## config.mk

```make
export PLATFORM = sky130hd
export DESIGN_NAME = pc_frame_sequencer
export DESIGN_NICKNAME = d
export VERILOG_FILES = /design/src/rtl/pc_frame_sequencer_pkg.sv /design/src/rtl/pc_frame_sequencer_frame_pointer.sv /design/src/rtl/pc_frame_sequencer.sv
export SDC_FILE = /design/constraint.sdc
export NUM_CORES = 1
export LEC_CHECK = 0
export ABC_AREA = 0
export BUFFER_PORTS_ARGS = -buffer_cell sky130_fd_sc_hd__buf_2
export CAP_MARGIN = 20
export CORE_MARGIN = 2
export CORE_UTILIZATION = 56
export DETAILED_ROUTE_END_ITERATION = 6
export PLACE_DENSITY = 0.8
export SLEW_MARGIN = 10
export SYNTH_ARGS = -nofsm -noshare
export SYNTH_HDL_FRONTEND = slang
export SYNTH_SLANG_ARGS = --single-unit
```

## constraint.sdc

```tcl
create_clock -name clock -period 3 [get_ports clock]
set_input_delay 0.6 -clock clock [delete_from_list [all_inputs] [get_ports clock]]
set_output_delay 0.6 -clock clock [all_outputs]
set_load 0.02 [all_outputs]
```

## src/rtl/pc_frame_sequencer_pkg.sv

```systemverilog
// Shared types for the PC stack frame sequencer: byte/PC types, FSM states, frame size.
// The optional stack guard is enabled by defining STACK_GUARD_EN.
package pc_frame_sequencer_pkg;

  typedef logic [7:0]  byte_t;
  typedef logic        control_t;
  typedef logic [15:0] program_counter_t;

  typedef enum logic [2:0] {
    IDLE  = 3'd0,
    W_HI  = 3'd1,
    W_LO  = 3'd2,
    R_LO  = 3'd3,
    R_HI  = 3'd4,
    R_CAP = 3'd5,
    FIN   = 3'd6
  } frame_state_e;

  localparam int FRAME_BYTES = 2;

  function automatic byte_t pc_byte(input program_counter_t pc, input logic hi);
    return hi ? pc[15:8] : pc[7:0];
  endfunction

endpackage

```

## src/rtl/pc_frame_sequencer_frame_pointer.sv

```systemverilog
// Stack pointer and frame counter for the PC frame sequencer.
// Full/empty flags exist only when STACK_GUARD_EN is defined.
module pc_frame_sequencer_frame_pointer
  import pc_frame_sequencer_pkg::*;
#(
  parameter program_counter_t STACK_BASE   = 16'hFF00,
  parameter int               STACK_FRAMES = 64
) (
  input  logic             clock,
  input  logic             reset,
  input  logic             inc,
  input  logic             dec,
  output program_counter_t sp
`ifdef STACK_GUARD_EN
  ,
  output logic             full,
  output logic             empty
`endif
);

  localparam int CW = $clog2(STACK_FRAMES + 1);

  logic [CW-1:0] count;

  // sp and frame count move together; both wrap when nothing guards them
  always_ff @(posedge clock or posedge reset) begin
    if (reset) begin
      sp    <= STACK_BASE;
      count <= {CW{1'b0}};
    end else if (inc) begin
      sp    <= sp + 16'(FRAME_BYTES);
      count <= count + CW'(1);
    end else if (dec) begin
      sp    <= sp - 16'(FRAME_BYTES);
      count <= count - CW'(1);
    end else begin
      sp    <= sp;
      count <= count;
    end
  end

`ifdef STACK_GUARD_EN
  assign full  = (count == CW'(STACK_FRAMES));
  assign empty = (count == {CW{1'b0}});
`endif

endmodule

```

## src/rtl/pc_frame_sequencer.sv

```systemverilog
// Moves a 16-bit PC to/from byte-wide data memory as a 2-byte stack frame.
// Define STACK_GUARD_EN to reject pushes when full and pops when empty.
module pc_frame_sequencer
  import pc_frame_sequencer_pkg::*;
#(
  parameter program_counter_t STACK_BASE   = 16'hFF00,
  parameter int               STACK_FRAMES = 64
) (
  input  logic             clock,
  input  logic             reset,
  input  control_t         push_req,
  input  control_t         pop_req,
  input  program_counter_t pc_in,
  input  byte_t            mem_rdata,
  output program_counter_t mem_addr,
  output byte_t            mem_wdata,
  output logic             mem_we,
  output logic             mem_re,
  output logic             busy,
  output logic             done,
  output program_counter_t pc_out,
  output logic             error
);

  frame_state_e     state;
  program_counter_t pc_latch;
  byte_t            lo_byte;
  program_counter_t sp;
  logic             sp_inc;
  logic             sp_dec;
  logic             push_ok;
  logic             pop_ok;

  assign sp_inc = (state == W_LO);
  assign sp_dec = (state == R_CAP);

`ifdef STACK_GUARD_EN
  logic full;
  logic empty;
  logic reject;
`endif

  pc_frame_sequencer_frame_pointer #(
    .STACK_BASE  (STACK_BASE),
    .STACK_FRAMES(STACK_FRAMES)
  ) u_frame_pointer (
    .clock(clock),
    .reset(reset),
    .inc  (sp_inc),
    .dec  (sp_dec),
    .sp   (sp)
`ifdef STACK_GUARD_EN
    ,
    .full (full),
    .empty(empty)
`endif
  );

  // Request arbitration in IDLE: push wins, a simultaneous pop is dropped
  always_comb begin
`ifdef STACK_GUARD_EN
    push_ok = push_req && !full;
    pop_ok  = !push_req && pop_req && !empty;
    reject  = (push_req && full) || (!push_req && pop_req && empty);
`else
    push_ok = push_req;
    pop_ok  = !push_req && pop_req;
`endif
  end

`ifndef STACK_GUARD_EN
  assign error = 1'b0;
`endif

  // Frame FSM; every output is loaded on the edge entering the state it belongs to
  always_ff @(posedge clock or posedge reset) begin
    if (reset) begin
      state     <= IDLE;
      pc_latch  <= 16'h0000;
      lo_byte   <= 8'h00;
      mem_addr  <= STACK_BASE;
      mem_wdata <= 8'h00;
      mem_we    <= 1'b0;
      mem_re    <= 1'b0;
      busy      <= 1'b0;
      done      <= 1'b0;
      pc_out    <= 16'h0000;
`ifdef STACK_GUARD_EN
      error     <= 1'b0;
`endif
    end else begin
      done <= 1'b0;
`ifdef STACK_GUARD_EN
      error <= 1'b0;
`endif
      case (state)
        IDLE: begin
          if (push_ok) begin
            state     <= W_HI;
            pc_latch  <= pc_in;
            mem_we    <= 1'b1;
            mem_addr  <= sp;
            mem_wdata <= pc_byte(pc_in, 1'b1);
            busy      <= 1'b1;
          end else if (pop_ok) begin
            state    <= R_LO;
            mem_re   <= 1'b1;
            mem_addr <= sp - 16'd1;
            busy     <= 1'b1;
          end else begin
            mem_addr <= sp;
`ifdef STACK_GUARD_EN
            error    <= reject;
`endif
          end
        end
        W_HI: begin
          state     <= W_LO;
          mem_addr  <= sp + 16'd1;
          mem_wdata <= pc_byte(pc_latch, 1'b0);
        end
        W_LO: begin
          state     <= FIN;
          mem_we    <= 1'b0;
          mem_wdata <= 8'h00;
          mem_addr  <= sp + 16'(FRAME_BYTES);
          done      <= 1'b1;
        end
        R_LO: begin
          state    <= R_HI;
          mem_addr <= sp - 16'd2;
        end
        R_HI: begin
          state    <= R_CAP;
          mem_re   <= 1'b0;
          mem_addr <= sp;
          lo_byte  <= mem_rdata;
        end
        R_CAP: begin
          state    <= FIN;
          pc_out   <= {mem_rdata, lo_byte};
          mem_addr <= sp - 16'(FRAME_BYTES);
          done     <= 1'b1;
        end
        FIN: begin
          state    <= IDLE;
          busy     <= 1'b0;
          mem_addr <= sp;
        end
        default: begin
          state     <= IDLE;
          mem_we    <= 1'b0;
          mem_re    <= 1'b0;
          busy      <= 1'b0;
          mem_addr  <= sp;
          mem_wdata <= 8'h00;
        end
      endcase
    end
  end

endmodule

```

# [Word level (Yosys, flattened, before mapping)]
# Index checks and enable logic that the tools add are counted.
[classes] n_addsub=4 n_eq_ne=10 mux=18 n_bitwise=4 reduce_logical=15
[ops] operator="16-bit two-way mux" count=4
[ops] operator="16-bit case mux with 4 select lines" count=1
[ops] operator="8-bit case mux with 3 select lines" count=1
[ops] operator="16-bit by 1-bit adder with 16-bit output, second input constant" count=1
[ops] operator="16-bit by 2-bit adder with 16-bit output, second input constant" count=1
[ops] operator="16-bit by 1-bit subtractor with 16-bit output, second input constant" count=1
[ops] operator="16-bit by 2-bit subtractor with 16-bit output, second input constant" count=1
[ops] operator="3-bit case mux with 5 select lines" count=1
[ops] operator="5-bit OR reduction" count=3
[ops] operator="3-bit == test, second input constant" count=3
[ops] operator="8-bit two-way mux" count=1
[ops] operator="2-bit AND reduction" count=4
[ops] operator="3-bit by 2-bit == test with 1-bit output, second input constant" count=2
[ops] operator="3-bit two-way mux" count=2
[ops] operator="2-bit inequality test, second input constant" count=3
[ops] operator="1-bit case mux with 2 select lines" count=3
[ops] operator="1-bit two-way mux" count=5
[ops] operator="1-bit inverter" count=4
[ops] operator="2-bit OR reduction" count=2
[ops] operator="4-bit OR reduction" count=1
[ops] operator="3-bit by 1-bit == test with 1-bit output, second input constant" count=1
[ops] operator="3-bit zero test" count=1
[ops] operator="3-bit inequality test, second input constant" count=1
[ops] operator="3-bit AND reduction" count=1
[ops] operator="other kinds (3)" count=3
[word_totals] ff_bits=79 input_bits=28 out_inout_bits=45

# [Depth between registers and ports, before layout]
# Gate-level depths: netlist of the first run.
[logic_depth] ltp_word=5 mapped_depth=8

# [By module]
# From an unflattened synthesis of the first run, not the netlist that was laid out.
[hier_totals] hier_cells=590 hier_area_um2=5466.5
[by_module_without_submodules] mod="pc_frame_sequencer" n_inst=1 cells_each=448 area_per_inst_um2=4232.8 seq_area_each_um2=1586.5
[by_module_without_submodules] mod="pc_frame_sequencer_frame_pointer" n_inst=1 cells_each=142 area_per_inst_um2=1233.7 seq_area_each_um2=385.4

# [Least setup slack after synthesis of the first run]
# Ideal clock, no wire load.
[synth_timing] path_type="flip-flop to flip-flop" from="reg u_frame_pointer.sp[1]" to="reg mem_addr[11]" setup_ns=0.082 arrival_time_ns=2.143 t_required_ns=2.918 setup_slack_ns=0.775 path_stages_with_launch=9 period_less_slack_ns=2.225 path_cell_list="dfrtp_1 -> clkbuf_1 -> inv_1 -> ha_1 -> nor3b_2 -> nand2_2 -> or4_4 -> a221o_1 -> mux2_4"
[synth_between] elab_chain_len=4 elab_cells_between_ends=7 cone_classes="4 x add/sub; 3 x mux"
[synth_lines] item="start: declaration" line_no="pc_frame_sequencer_frame_pointer.sv:13" text="output program_counter_t sp"
[synth_lines] item="start signal: assignment" line_no="pc_frame_sequencer_frame_pointer.sv:31" text="sp <= sp + 16'(FRAME_BYTES);"
[synth_lines] item="start signal: assignment" line_no="pc_frame_sequencer_frame_pointer.sv:34" text="sp <= sp - 16'(FRAME_BYTES);"
[synth_lines] item="start signal: assignment" line_no="pc_frame_sequencer_frame_pointer.sv:37" text="sp <= sp;"
[synth_lines] item="16-bit by 1-bit subtractor with 16-bit output" line_no="pc_frame_sequencer.sv:108" text="mem_addr <= sp - 16'd1;"
[synth_lines] item="16-bit two-way mux" line_no="pc_frame_sequencer.sv:105" text="end else if (pop_ok) begin"
[synth_lines] item="16-bit two-way mux" line_no="pc_frame_sequencer.sv:98" text="if (push_ok) begin"
[synth_lines] item="16-bit case mux with 4 select lines (*)" line_no="pc_frame_sequencer.sv:96" text="case (state)"
[synth_lines] item="end signal: assignment" line_no="pc_frame_sequencer.sv:102" text="mem_addr <= sp;"
[synth_lines] item="end signal: assignment" line_no="pc_frame_sequencer.sv:108"
[synth_lines] item="end signal: assignment" line_no="pc_frame_sequencer.sv:111" text="mem_addr <= sp;"
[synth_lines] item="end: declaration" line_no="pc_frame_sequencer.sv:15" text="output program_counter_t mem_addr,"
# Every way passes the cells marked *; elsewhere a longest branch is shown, timed or not.
# A chain may end at the register's enable or synchronous reset.

# [Worst setup path after layout of the first run]
[layout_timing] from="reg state[2]" to="reg mem_addr[11]"
[layout_between] elab_chain_len=3 elab_cells_between_ends=7 cone_classes="4 x eq/ne; 1 x mux; 2 x reduce/logical"
[layout_lines] item="start: declaration" line_no="pc_frame_sequencer.sv:25" text="frame_state_e state;"
[layout_lines] item="start signal: assignment" line_no="pc_frame_sequencer.sv:78" text="state <= IDLE;"
[layout_lines] item="start signal: assignment" line_no="pc_frame_sequencer.sv:99" text="state <= W_HI;"
[layout_lines] item="start signal: assignment" line_no="pc_frame_sequencer.sv:106" text="state <= R_LO;"
[layout_lines] item="3-bit == test / 3-bit by 2-bit == test with 1-bit output (equally long branches)" line_no="pc_frame_sequencer.sv:96"
[layout_lines] item="2-bit OR reduction (no source line)"
[layout_lines] item="16-bit case mux with 4 select lines (*)" line_no="pc_frame_sequencer.sv:96"
# Marked as above.

==> results of run 1 <==
-- synthesized netlist by cell type (2+ instances only) --
| master | n | share of area, % |
|---|---|---|
| buf_4 | 6 | 1.1 |
| xnor2_1 | 8 | 1.7 |
| a21oi_1 | 11 | 1.4 |
| and3_1 | 4 | 0.61 |
| a221oi_1 | 4 | 0.86 |
| nand3b_1 | 3 | 0.55 |
| or3_1 | 3 | 0.46 |
| o21ai_0 | 18 | 2.2 |
| buf_1 | 3 | 0.28 |
| o21a_1 | 2 | 0.37 |
| clkbuf_1 | 15 | 1.4 |
| nor4_1 | 3 | 0.46 |
| o22ai_1 | 6 | 0.92 |
| a41oi_1 | 2 | 0.43 |
| ha_1 | 5 | 1.5 |
| nand2_1 | 74 | 6.8 |
| a22oi_1 | 4 | 0.74 |
| nor2b_1 | 4 | 0.61 |
| o211a_1 | 3 | 0.74 |
| a311oi_1 | 2 | 0.43 |
| mux2i_1 | 10 | 2.5 |
| dfstp_2 | 16 | 10 |
| mux2_2 | 24 | 6.6 |
| o211ai_1 | 4 | 0.74 |
| xor2_1 | 7 | 1.5 |
| dfrtp_1 | 62 | 38 |
| nor3_1 | 11 | 1.4 |
| o2111ai_1 | 2 | 0.43 |
| a211oi_1 | 3 | 0.55 |
| nor3_4 | 2 | 0.80 |
| nand4_1 | 8 | 1.2 |
| nand3_1 | 4 | 0.49 |
| nor2_1 | 27 | 2.5 |
| a221o_1 | 2 | 0.49 |
| buf_2 | 6 | 0.74 |
| nor3b_1 | 2 | 0.37 |
| inv_1 | 6 | 0.55 |
-- worst max-delay path: stages, from the launching register on --
cell,delay [ps]
dfrtp_1,660
clkinv_1,370
ha_1,330
nand3b_1,180
o211ai_2,230
a221o_1,410
mux2_4,260
-- flip-flops by register name, indices dropped and copies added (netlist names) --
register,cells
busy,1
done,1
lo_byte,8
mem_addr,16
mem_re,1
mem_wdata,8
mem_we,1
pc_latch,8
pc_out,16
state,3
u_frame_pointer.sp,15
-- power by group through the flow --
stage	Clock [mW]	Combinational, mW	Sequential (mW)
CTS	0.742	2.50	2.08
finish	0.726	2.49	2.09
global placement	0	2.43	2.07
floorplan	0	1.77	2.16
global route	0.780	2.73	2.17
detailed placement	0	2.48	2.09
-- layout by cell type, fill, tap and decap left out, types with 4 or more instances in the layout --
cell type / n
a21oi_1: 11
a221oi_1: 4
a22oi_1: 4
and3_1: 4
buf_2: 71
buf_4: 6
clkbuf_8: 10
dfrtp_1: 62
dfstp_2: 16
ha_1: 5
inv_1: 5
mux2_2: 24
mux2i_1: 10
nand2_1: 74
nand3_1: 4
nand4_1: 8
nor2_1: 27
nor2b_1: 4
nor3_1: 11
o211ai_1: 4
o21ai_0: 18
o22ai_1: 6
xnor2_1: 8
xor2_1: 7
-- kinds of logic (layout without fill, tap and decap cells) --
logic type / count (synthesis) / in the layout / synth area share (%)
other: 1 / 1 / 0.09199
xor gates and xnor gates: 15 / 15 / 3.223
AOI/OAI and AO/OA: 76 / 76 / 13.17
DFF: 78 / 78 / 48.37
and+or+nand+nor: 161 / 161 / 19.74
muxes: 35 / 35 / 9.454
buffers and inverters: 38 / 101 / 4.420
adders and majority gates: 5 / 5 / 1.535
-- final timing paths --
path	end	startpoint	slack (ps)
min in group clock	pc_out[13]	mem_rdata[5]	450
hold reg to reg	pc_out[11]	pc_out[11]	470
setup / recovery	mem_addr[11]	state[2]	490
setup reg to reg	mem_addr[11]	state[2]	490
max in group asynchronous	mem_addr[8]	reset	2330
hold / removal	lo_byte[3]	reset	320
-- metrics by stage --
step	instance area (sq um)	std cells	setup slack (ps)	hold slack (ps)	total power, mW
global placement	4467	555	706.9	443.7	4.498
CTS	4647	571	541.1	328.6	5.321
finish	4647	571	488.2	324.5	5.302
floorplan	4076	409	431.4	434.8	3.923
detailed placement	4467	555	557.1	454.3	4.574
global route	4647	571	342.2	357.9	5.673
-- metal layers --
layer	global-route usage (%)	part of all wire [%]
met1	30.35	44
met2	36.90	48
met3	5.633	6.1
met4	10.04	2.0
met5	0	0
-- final cells by class --
type	count	area (sq um)
Clock inverter	5	38.79
Inverter	7	26.28
Timing Repair Buffer	78	420.4
Clock buffer	11	141.4
Sequential cell	78	1972
Fill cell	586	2490
Tap cell	99	123.9
Multi-Input combinational cell	293	1924
==> flow_metrics.tcl, run 1 <==
set metrics [dict create \
    antenna_found_initial 0 \
    postCtsHoldBufs 0 \
    clk_latency_ps 350 \
    clockRootBuffer "clkbuf_8" \
    synth_edf_count 0 \
    drtPass1Iterations 4 \
    outcome "completed" \
    max_cap_viol_count 0 \
    die_width_microns 89.32 \
    place_congestion 0.9233 \
    areaGrowthSynthToFinish_pct 14.00 \
    initial_core_util_pct 57.12 \
    period_share_pct 83.73 \
    drive_above_1_share_pct 31.99 \
    clockBufferDepth 2 \
    worst_pin_slew_ps 689.0 \
    clock.fmax_ghz 0.3981 \
    core_sq_um 7137 \
    cp_max_fo 17 \
    internal_power_mw 2.950 \
    avgSynthCellArea_sq_um 9.967 \
    post-cts-setup-buffers 0 \
    slew_headroom_pct 53.82 \
    critical_path_arrival_ps 2790 \
    p_leak_nw 2.186 \
    rr_worst_depth 6 \
    rsz0062_at_grt "false" \
    syn-cell-area_sq_um 4076 \
    grt_usage_pct 23.21 \
    synth_warnings 0 \
    grt_pass1_vias 3075 \
    dieArea_sq_um 7978 \
    synth_fp_nets 442 \
    peakVddDrop_uv 650.4 \
    ioPinCount 73 \
    vias_per_cell 5.711 \
    routedWlPerCell_microns 15.18 \
    pwr-share-clk_pct 13.7 \
    yosysSeqAreaShare_pct 48.37 \
    min_path_type "in -> async" \
    ys_ff_latch 78 \
    p_sw_mw 2.353 \
    port_buffers 71 \
    syn_inst 409 \
    yosysUniqueCellTypes 70 \
    ant_nets 0 \
    numCtsBuffers 9 \
    numClockSinks 78 \
    setup_violations 0 \
    drt_wl_total_microns 8667 \
    layout_min_cycle_time_ps 2512 \
    cts_resized 0 \
    crit_type "reg -> reg" \
    grt_pass1_wl_microns 14300 \
    final_util_pct 65.11 \
    netSwitchingFraction_pct 44.37 \
    pwr_density_cell_nw_per_um2 1141 \
    async_flop_share_pct 100.0 \
    slew_viol_final 0 \
    cp-end-kind "flip-flop" \
    n_antenna_cell 0 \
    start_kind "flip-flop" \
    hold_violations 0 \
    overflow 0 \
    fin_nets 500 \
    p_seq_share_pct 39.4 \
    die_h_microns 89.32 \
    grt_max_degree 79 \
    cts_tree "yes" \
    finClkSkew_ps 10.09 \
    clk_pin_slew_worst_paths_ps 80 \
    htreeDepth 3 \
    rows 31 \
    critPathRequiredTime_ps 3270 \
    drc 0 \
    p_comb_share_pct 46.9 \
    fin_tns_setup_ps 0 \
    initialDrtViolationCount 221 \
    vias 3261 \
    synth_flop_cell "dfrtp_1" \
    hpwl_microns 5907 \
]
(Power assumes the default switching activity.)
==> run 2, diff against run 1 <==
- clock period: 3 -> 2.33 ns (I/O delays scaled with it)
==> run 2 against run 1 <==
Sequential power up 22%. Largest cell class unchanged. Fmax up 12%. Clock skew increased by 2.1 ps. First-iteration DRC count increased by 0.90%. Clock-buffer cell count is 1 lower.
==> flow_metrics.tcl, run 2 (same netlist as run 1, synthesis figures left out) <==
set metrics [dict create \
    p_seq_share_pct 34.8 \
    critPathRequiredTime_ps 2610 \
    fin_tns_setup_ps 0 \
    die_h_microns 89.32 \
    clk_latency_ps 350 \
    core_sq_um 7137 \
    vias_per_cell 5.767 \
    peakVddDrop_uv 947.5 \
    crit_chain "inv_1 -> ha_1 -> nor3b_4 -> nand2_2 -> or4_4 -> a221o_1 -> mux2_4" \
    postCtsHoldBufs 0 \
    finClkSkew_ps 12.22 \
    worst_pin_slew_ps 756.2 \
    areaGrowthSynthToFinish_pct 17.86 \
    vias 3385 \
    p_leak_nw 2.269 \
    grt_usage_pct 26.32 \
    p_comb_share_pct 49.6 \
    rows 31 \
    initialDrtViolationCount 223 \
    min_path_type "in -> async" \
    period_share_pct 96.50 \
    final_common_cell "nand2_1" \
    routedWlPerCell_microns 16.81 \
    place_congestion 0.9367 \
    post-cts-setup-buffers 0 \
    outcome "completed" \
    ant_nets 0 \
    hold_violations 0 \
    netSwitchingFraction_pct 43.43 \
    dieArea_sq_um 7978 \
    initial_core_util_pct 57.12 \
    clockRootBuffer "clkbuf_8" \
    nFillCells 577 \
    cts_resized 0 \
    numCtsBuffers 9 \
    slowest_stage "or4_4" \
    die_width_microns 89.32 \
    max_cap_viol_count 0 \
    critPathMaxStageDelay_ps 440 \
    htreeDepth 3 \
    clockBufferDepth 2 \
    p_sw_mw 3.182 \
    drc 0 \
    port_buffers 71 \
    pwr-share-clk_pct 15.6 \
    start_kind "flip-flop" \
    reg.largest.list "mem_addr (16), pc_out (16), u_frame_pointer.sp (15)" \
    drive_above_1_share_pct 34.22 \
    slew_headroom_pct 49.31 \
    mostFrequentLayoutCells "nand2_1, buf_2, dfrtp_1" \
    n_antenna_cell 0 \
    grt_pass1_vias 3252 \
    clock.fmax_ghz 0.4447 \
    drtPass1Iterations 4 \
    totalPowerFinal_mw 7.328 \
    numClockSinks 78 \
    rsz0062_at_grt "false" \
    cts_tree "yes" \
    critical_path_arrival_ps 2530 \
    layout_min_cycle_time_ps 2248 \
    grt_max_degree 30 \
    setup_violations 0 \
    grt_pass1_wl_microns 16020 \
    cp_max_fo 5 \
    hpwl_microns 6887 \
    slew_viol_final 0 \
    pwr_density_cell_nw_per_um2 1525 \
    antenna_found_initial 0 \
    clk_pin_slew_worst_paths_ps 90 \
    cp-end-kind "flip-flop" \
    ioPinCount 73 \
    overflow 0 \
    fin_nets 516 \
    crit_type "reg -> reg" \
    internal_power_mw 4.146 \
    drt_wl_total_microns 9869 \
]
==> run 2: path summary, 6_finish.rpt <==
kind                                       startpoint                     to  slack [ps]  depth (start not counted)
worst max register to register  u_frame_pointer.sp[1]           mem_addr[11]          80                          7
worst min-delay path                            reset  u_frame_pointer.sp[5]         190                          2
worst max-delay path            u_frame_pointer.sp[1]           mem_addr[11]          80                          7
min in group clock                       mem_rdata[5]             pc_out[13]         320                          3
max in group asynchronous                       reset           mem_wdata[4]        1450                          3
worst min register to register              pc_out[0]              pc_out[0]         480                          2
==> run 2: routing by layer <==
layer	vias up	track usage [%]	wire, microns
met1	1670	33.79	4129
li1	1596	-	-
met4	0	10.31	159
met2	106	44.11	5076
met5	-	0	0
met3	13	4.986	504
==> run 2: worst max-delay path: cells and delay by family (launching register included) <==
| family | cells | cell delay (ps) |
|---|---|---|
| AOI/OAI and AO/OA | 1 | 330 |
| adders and majority gates | 1 | 270 |
| buffers and inverters | 1 | 120 |
| DFF | 1 | 380 |
| muxes | 1 | 260 |
| and+or+nand+nor | 3 | 820 |
==> run 2: area by class of cell <==
type / count / area, sq um / share of cell area, %
Timing Repair Buffer: 94 / 528.0 / 10.99
Multi-Input combinational cell: 293 / 1931 / 40.18
Tap cell: 99 / 123.9 / 2.578
Clock buffer: 10 / 127.6 / 2.656
Clock inverter: 6 / 92.59 / 1.927
Sequential cell: 78 / 1972 / 41.04
Inverter: 7 / 30.03 / 0.6250
==> run 2: stage by stage <==
step	utilization (%)	instances	worst slack, ps	instance area [sq um]	hold slack [ps]
finish	67.32	587	81.51	4805	188.8
global route	67.32	587	23.96	4805	240.8
CTS	67.23	587	72.88	4798	201.2
detailed placement	64.15	571	103.4	4578	458.1
global placement	64.15	571	209.0	4578	443.9
floorplan	-	409	104.6	4080	434.8
==> run 2: power groups by stage <==
stage / clock [mW] / combinational [mW] / sequential, mW
2_1_floorplan: 0 / 2.28 / 2.78
3_3_place_gp: 0 / 3.49 / 2.52
3_5_place_dp: 0 / 3.61 / 2.55
4_1_cts: 1.15 / 3.63 / 2.54
5_1_grt: 1.20 / 3.97 / 2.64
6_report: 1.14 / 3.64 / 2.55
==> run 3, diff against run 2 <==
- SETUP_SLACK_MARGIN: unset -> 0.5
==> run 3 against run 2 <==
Clock power rose by 4%. Non-clock buffer count rose by 38. Utilization rose by 7.8 points. Clock skew barely moved. Largest cell class is now multi-input combinational cells. Largest power group unchanged.
==> flow_metrics.tcl, run 3 (same netlist as run 1, synthesis figures left out) <==
set metrics [dict create \
    grt_usage_pct 27.96 \
    crit_chain "clkinv_4 -> ha_4 -> nor3b_4 -> nand2_2 -> or4_4 -> a221o_1 -> mux2_4" \
    numClockSinks 78 \
    numCtsBuffers 9 \
    grt_pass1_vias 3463 \
    clk_pin_slew_worst_paths_ps 90 \
    final_common_cell "nand2_1" \
    die_h_microns 89.32 \
    period_share_pct 87.13 \
    r2r_setup_slack_ps 300 \
    pwr-share-clk_pct 14.1 \
    crit_type "reg -> reg" \
    outcome "completed" \
    areaGrowthSynthToFinish_pct 31.52 \
    port_buffers 71 \
    timing.rr.start "u_frame_pointer.sp[1]" \
    place_congestion 1.032 \
    use_met2_pct 45.39 \
    slowest_stage "or4_4" \
    max_cap_viol_count 0 \
    reg.largest.list "mem_addr (16), pc_out (16), u_frame_pointer.sp (15)" \
    setup_violations 0 \
    cp_max_fo 3 \
    vias_per_cell 5.898 \
    rows 31 \
    drt_wl_total_microns 11250 \
    initialDrtViolationCount 211 \
    finClkSkew_ps 11.97 \
    peakVddDrop_uv 881.2 \
    start_kind "flip-flop" \
    antenna_found_initial 0 \
    vias 3686 \
    layout_min_cycle_time_ps 2030 \
    min_path_type "in -> async" \
    internal_power_mw 4.809 \
    grt_pass1_wl_microns 16920 \
    clockRootBuffer "clkbuf_8" \
    mostFrequentLayoutCells "nand2_1, buf_2, dfrtp_1" \
    critPathMaxStageDelay_ps 450 \
    core_sq_um 7137 \
    crit_family "simple AND/OR/NAND/NOR gates" \
    initial_core_util_pct 57.12 \
    netSwitchingFraction_pct 43.02 \
    p_sw_mw 3.631 \
    htreeDepth 3 \
    fin_tns_setup_ps 0 \
    routedWlPerCell_microns 18.00 \
    p_seq_share_pct 30.7 \
    critical_path_arrival_ps 2340 \
    pre_cts_slack_ps 223.1 \
    dieArea_sq_um 7978 \
    hold_violations 0 \
    grt_use_met1_pct 35.69 \
    clock.fmax_ghz 0.4926 \
    n_antenna_cell 0 \
    ioPinCount 73 \
    nFillCells 495 \
    grt_max_degree 79 \
    drtPass1Iterations 5 \
    grt_use_met3_pct 8.587 \
    drc 0 \
    setup_ws_ps 300.0 \
    top_usage_layer "met2" \
    clk_latency_ps 370 \
    drive_above_1_share_pct 46.01 \
    rsz0062_at_grt "true" \
    critPathRequiredTime_ps 2640 \
    r2r-end "mem_addr[11]" \
    postCtsHoldBufs 0 \
    slew_viol_final 0 \
    ant_nets 0 \
    p_comb_share_pct 55.2 \
    cp-end-kind "flip-flop" \
    overflow 0 \
    fin_cells 625 \
    die_width_microns 89.32 \
    rr_worst_depth 7 \
    crit_buf_inv 1 \
    cts_tree "yes" \
    clockBufferDepth 2 \
    p_leak_nw 2.507 \
    hpwl_microns 6824 \
    dp.cells 573 \
    fin_nets 554 \
    pwr_density_cell_nw_per_um2 1574 \
]
[run 3: final cells by class]
| type | instances | area, sq um | area share [%] |
|---|---|---|---|
| Tap cell | 99 | 123.9 | 2.310 |
| Clock inverter | 6 | 91.34 | 1.704 |
| Inverter | 7 | 35.03 | 0.6534 |
| Timing Repair Buffer | 132 | 867.1 | 16.17 |
| Sequential cell | 78 | 1978 | 36.90 |
| Clock buffer | 10 | 137.6 | 2.567 |
| Multi-Input combinational cell | 293 | 2128 | 39.70 |
[run 3: through the flow]
step | utilization (%) | area, sq um | total power [mW] | hold WS (ps)
detailed placement | 64.97 | 4637 | 6.268 | 456.8
floorplan | - | 4131 | 5.166 | 434.8
global placement | 64.97 | 4637 | 6.116 | 446.8
finish | 75.12 | 5361 | 8.440 | 203.8
CTS | 70.32 | 5019 | 7.724 | 214.2
global route | 75.12 | 5361 | 8.903 | 228.0
[run 3: how the worst max path moves through the flow]
stage               slack (ps)                  start  depth (start not counted)            to
floorplan                  260  u_frame_pointer.sp[1]                          8  mem_addr[11]
finish                     300  u_frame_pointer.sp[1]                          7  mem_addr[11]
detailed placement         220  u_frame_pointer.sp[1]                          7  mem_addr[11]
CTS                        290  u_frame_pointer.sp[1]                          7  mem_addr[11]
global placement           280  u_frame_pointer.sp[1]                          7  mem_addr[11]
global route               260  u_frame_pointer.sp[1]                          7  mem_addr[11]
[run 3: repair_timing]
| item | CTS | global route |
|---|---|---|
| cloned | 0 | 1 |
| hold endpoints to repair | 0 | 0 |
| gates resized for setup | 17 | 43 |
| pin swaps | 8 | 19 |
| buffers inserted | 12 | 23 |
| setup endpoints to repair | 35 | 31 |
[run 3: power by group through the flow]
stage               sequential (mW)  clock, mW  combinational (mW)
finish                         2.59       1.19                4.66
CTS                            2.56       1.20                3.96
global route                   2.66       1.25                4.99
detailed placement             2.56          0                3.71
floorplan                      2.78          0                2.38
global placement               2.52          0                3.59
[run 3: routing by layer]
| layer | wire length, microns | up-vias |
|---|---|---|
| met3 | 869 | 38 |
| met5 | 0 | - |
| met4 | 367 | 0 |
| li1 | - | 1674 |
| met2 | 5547 | 213 |
| met1 | 4465 | 1761 |
[run 3: worst reg2reg max path: cells and delay by family (launching register included)]
| family | cells | cell delay (ps) |
|---|---|---|
| AO/OA/AOI/OAI | 1 | 340 |
| adder cells (fa/ha/maj) | 1 | 120 |
| buffers and inverters | 1 | 60 |
| flip-flops | 1 | 440 |
| multiplexers | 1 | 260 |
| AND/OR/NAND/NOR | 3 | 760 |
